--- config.mk ---
export PLATFORM = sky130hd
export DESIGN_NAME = icache
export DESIGN_NICKNAME = d
export VERILOG_FILES = /design/src/rtl/cpu_types_pkg.sv /design/src/rtl/icache.sv
export SDC_FILE = /design/constraint.sdc
export NUM_CORES = 1
export LEC_CHECK = 0
export BUFFER_PORTS_ARGS = -buffer_cell sky130_fd_sc_hd__clkbuf_2
export CAP_MARGIN = 20
export CORE_AREA = 4 4 325 199
export CTS_CLUSTER_DIAMETER = 80
export CTS_CLUSTER_SIZE = 10
export DETAILED_ROUTE_END_ITERATION = 8
export DIE_AREA = 0 0 329 203
export GPL_TIMING_DRIVEN = 1
export HOLD_SLACK_MARGIN = 0.02
export PLACE_DENSITY_LB_ADDON = 0.08
export SYNTH_ARGS = -nofsm -noshare
export SYNTH_HDL_FRONTEND = slang
export SYNTH_SLANG_ARGS = --single-unit
export TNS_END_PERCENT = 10
--- constraint.sdc ---
create_clock -name CLK -period 7 [get_ports CLK]
set_input_delay 1.4 -clock CLK [delete_from_list [all_inputs] [get_ports CLK]]
set_output_delay 1.4 -clock CLK [all_outputs]
set_load 0.005 [all_outputs]
--- src/rtl/cpu_types_pkg.sv ---
// Shared types for the instruction cache: frame layout, miss FSM states and
// the default index/tag split for a 16-frame cache.
package cpu_types_pkg;

    localparam int IIDX_W = 4;
    localparam int ITAG_W = 30 - IIDX_W;

    typedef struct packed {
        logic              valid;
        logic [ITAG_W-1:0] tag;
        logic [31:0]       data;
    } icache_frame_t;

    typedef enum logic {
        IDLE = 1'b0,
        FILL = 1'b1
    } icache_state_t;

endpackage

--- src/rtl/icache.sv ---
// Direct-mapped read-only instruction cache: same-cycle hits, single-word
// fills from the memory controller on a miss.
module icache
    import cpu_types_pkg::*;
#(
    parameter int SETS = 16
) (
    input  logic        CLK,
    input  logic        nRST,
    input  logic        imemREN,
    input  logic [31:0] imemaddr,
    output logic        ihit,
    output logic [31:0] imemload,
    output logic        iREN,
    output logic [31:0] iaddr,
    input  logic        iwait,
    input  logic [31:0] iload
);

    localparam int IW = $clog2(SETS);
    localparam int TW = 30 - IW;

    logic [SETS-1:0] valid_q;
    logic [TW-1:0]   tag_q  [SETS];
    logic [31:0]     data_q [SETS];

    icache_state_t state_q, state_d;
    logic [29:0]   miss_word_q;

    logic [IW-1:0] req_idx, miss_idx;
    logic [TW-1:0] req_tag, miss_tag;
    logic          hit, fill_done;
    logic          unused_offset;

    assign req_idx       = imemaddr[IW+1:2];
    assign req_tag       = imemaddr[31:IW+2];
    assign miss_idx      = miss_word_q[IW-1:0];
    assign miss_tag      = miss_word_q[29:IW];
    assign unused_offset = ^imemaddr[1:0];

    assign hit       = (state_q == IDLE) && imemREN && valid_q[req_idx]
                       && (tag_q[req_idx] == req_tag);
    assign fill_done = (state_q == FILL) && !iwait;

    assign ihit     = hit;
    assign imemload = hit ? data_q[req_idx] : 32'h0;
    assign iREN     = (state_q == FILL);
    assign iaddr    = (state_q == FILL) ? {miss_word_q, 2'b00} : 32'h0;

    // NOTE: state_d gets its default before the case so no path leaves it
    // unassigned, which would otherwise infer a latch.
    always_comb begin
        state_d = state_q;
        case (state_q)
            IDLE:    if (imemREN && !hit) state_d = FILL;
            FILL:    if (!iwait)          state_d = IDLE;
            default: state_d = IDLE;
        endcase
    end

    // NOTE: sequential state uses non-blocking assignments so every flop
    // samples the pre-edge values regardless of statement order.
    always_ff @(posedge CLK or negedge nRST) begin
        if (!nRST) begin
            state_q     <= IDLE;
            valid_q     <= '0;
            miss_word_q <= '0;
        end else begin
            state_q <= state_d;
            if (state_q == IDLE && imemREN && !hit)
                miss_word_q <= imemaddr[31:2];
            if (fill_done)
                valid_q[miss_idx] <= 1'b1;
        end
    end

    // NOTE: tag and data carry no reset; the valid bits alone qualify them,
    // which keeps the array as plain storage.
    always_ff @(posedge CLK) begin
        if (fill_done) begin
            tag_q[miss_idx]  <= miss_tag;
            data_q[miss_idx] <= iload;
        end
    end

endmodule

==> summary.txt <==
Max-slew violation count -> 0
Clk buf depth -> 3
CTS tree -> built
Fin crit share -> 94.9%
Setup crit end kind -> output port
Leakage -> 14.1 nW
First-pass GRT wire length -> 123 mm
Die H -> 203 um
Post-route minimum period -> 6640 ps
Yosys reg bits -> 975
Primary FF master, synth -> edfxtp_1
Pwr per Cell Area -> 296 nW/um2
YS warnings -> 0
Final setup margin -> 360 ps
Reg2reg path depth -> 9
Total negative slack -> 0 ps
Total power -> 0.0127 W
Post-synth EDFFs -> 928
Routability cong. -> 0.795
Core Area -> 61900 um2
Final Hold Vio Count -> 0
Initial antenna violation count -> 3
Dominant cell type by area after synthesis -> edfxtp_1
Port Buffer Count -> 129
Crit-path max FO -> 53
Yosys cell types -> 59
Worst skew pair latency -> 650 ps
Initial Util -> 61.5%
Yosys top cell area share -> 73.2%
Antenna viol nets, final -> 0
Worst path arrival time -> 5240 ps
Slowest cell on the critical path -> or4_4
Final setup fails -> 0
Final net count -> 1960
Post-CTS setup buffers -> 0
Hold Buf Count CTS -> 0
Total wire length -> 83.9 mm
Max-Cap Viols -> 0
I/O Pins -> 134
Post-synthesis sequential area ratio -> 76.3%
Total gr overflow -> 0
CTS clock-pin slew for the worst setup and hold paths -> 60 ps
Setup slack after placement -> 453 ps
# DRC -> 0
Num CTS Buffers -> 107
Vias in the first global route -> 18300
Synth async-reset ratio -> 4.82%
Post-Syn Instances -> 1677
CTS H-Tree Depth -> 3
Largest net degree at the start of global routing -> 54
FF+latch area -> 29000 um2
Post-Syn Area -> 38100 um2
Post-DR wirelength/cell -> 30.2 um
Clock Skews -> 19.4 ps
Routed via count -> 17900
Die width -> 329 um
Tot GR Track Use -> 25.8%
Worst EP required -> 5600 ps
Avg Vias per Cell -> 6.46
Final core utilization -> 69.2%
Rows -> 71
Slew Limit Headroom -> 25.8%
Least-Margin Pin Slew -> 1110 ps
Hold slack -> 465 ps
Most numerous cell in the Yosys netlist -> edfxtp_1
Peak supply drop -> 0.000242 V
# resized after CTS -> 0
Dpl hpwl -> 45.8 mm
Clock Sinks -> 975
Commonest cells in the netlist -> 928 x edfxtp_1, 242 x mux4_2, 59 x mux2i_1
Worst path max stage delay -> 780 ps
Worst min-delay path category -> register to register
RSZ-0062 raised after global routing -> no
Status -> complete, no violations
CP cell instances -> buf_8, buf_4, mux2i_1, xnor2_1, nor4b_1, o22ai_1, or3_1, or4_4, nor2b_1, clkbuf_2
Top cells by area, synth -> edfxtp_1 73%, mux4_2 14%, dfrtp_1 3.1%
DR pass1 iterations -> 6
Worst Setup Start Kind -> input pin
# fillers -> 3857
Syn avg cell area -> 22.7 um2
Hold Path Cell Cnt -> 1
Critical path class -> input pin to output port
Die area -> 66800 um2
F_max -> 0.151 GHz
Root Buffer -> clkbuf_16
Layout cell share with drive strength beyond 1 -> 32.0%
Multi-input logic area -> 8610 um2
Area delta synth->final -> 12.5%
DRT iter0 DRCs -> 1956
-- power by group --
part / switching (W) / internal [W] / leakage [nW] / total [W]
Clock: 0.00205 / 0.00281 / 1.42 / 0.00486
Combinational: 0.000476 / 0.000401 / 3.78 / 0.000877
Sequential: 0.000213 / 0.00675 / 8.90 / 0.00696
Total: 0.00274 / 0.00996 / 14.1 / 0.0127
-- metal layers --
metal / GRT usage [%] / share of wire (%) / vias to the layer above
met5: 0 / 0.035 / -
met4: 5.08 / 1.5 / 4
met3: 5.97 / 7.6 / 126
met2: 39.2 / 48 / 746
met1: 39.7 / 43 / 9636
li1: - / - / 7425
-- final timing paths --
path                         startpoint  slack (ps)               to
min reg2reg                  valid_q[9]         460       valid_q[9]
min                          valid_q[9]         460       valid_q[9]
max                         imemaddr[3]         360     imemload[30]
max in group asynchronous          nRST        5560  miss_word_q[11]
min in group asynchronous          nRST         920  miss_word_q[17]
max reg2reg                tag_q[7][24]        3040  miss_word_q[29]
-- worst max-delay path, delay by kind of cell --
family | cells | cell delay (ps)
simple gates | 4 | 1870
buf+inv | 3 | 1000
mux | 1 | 400
compound gates | 1 | 300
xor+xnor | 1 | 220
-- flip-flops by register name (all words and copies together) (netlist names) --
register     count
data_q         512
iREN             1
miss_word_q     30
tag_q          416
valid_q         16
-- cell usage in the layout, fill, tap and decap left out, types with 4 or more instances in the layout --
cell type | Yosys | layout
xor2_1 | 10 | 10
clkbuf_1 | 28 | 39
buf_12 | 0 | 4
nor3_2 | 0 | 4
mux2_4 | 29 | 29
buf_4 | 20 | 58
o21ai_0 | 8 | 8
nor3_1 | 13 | 9
a22o_1 | 8 | 8
nand3b_1 | 4 | 4
mux2i_1 | 59 | 59
o22ai_1 | 6 | 6
mux2_2 | 5 | 5
mux4_1 | 10 | 10
nor2_1 | 26 | 14
and2_1 | 30 | 30
a22oi_1 | 10 | 10
dfrtp_1 | 47 | 47
clkbuf_2 | 0 | 126
mux4_2 | 242 | 242
clkbuf_16 | 0 | 109
nor4b_1 | 4 | 4
edfxtp_1 | 928 | 928
nand2_1 | 13 | 13
or2_2 | 17 | 17
nor2b_1 | 39 | 39
xnor2_1 | 17 | 17
a21oi_1 | 13 | 13
inv_1 | 6 | 5
or3_1 | 4 | 4
nand2b_1 | 5 | 5
nor2_4 | 0 | 12
-- final cells by class --
class / count / share of cell area [%]
Antenna cell: 2 / 0.0117
Tap cell: 839 / 2.45
Sequential cell: 975 / 67.8
Clock inverter: 6 / 0.155
Multi-Input combinational cell: 611 / 20.1
Timing Repair Buffer: 191 / 2.77
Clock buffer: 148 / 6.71
Inverter: 6 / 0.0555
-- logic make-up after synthesis --
group / after synthesis / synth area share [%]
simple gates: 173 / 2.66
flops: 975 / 76.3
compound gates: 64 / 1.19
xor+xnor: 27 / 0.621
buf+inv: 92 / 1.43
mux: 345 / 17.8
other cells: 1 / 0.00985
-- stage by stage --
stage               area, um2  instances
finish                  42900       2778
global route            42900       2777
global placement        39900       2622
CTS                     42900       2776
floorplan               38100       1678
detailed placement      39900       2622
No activity file was read; power rests on OpenSTA's default activity.
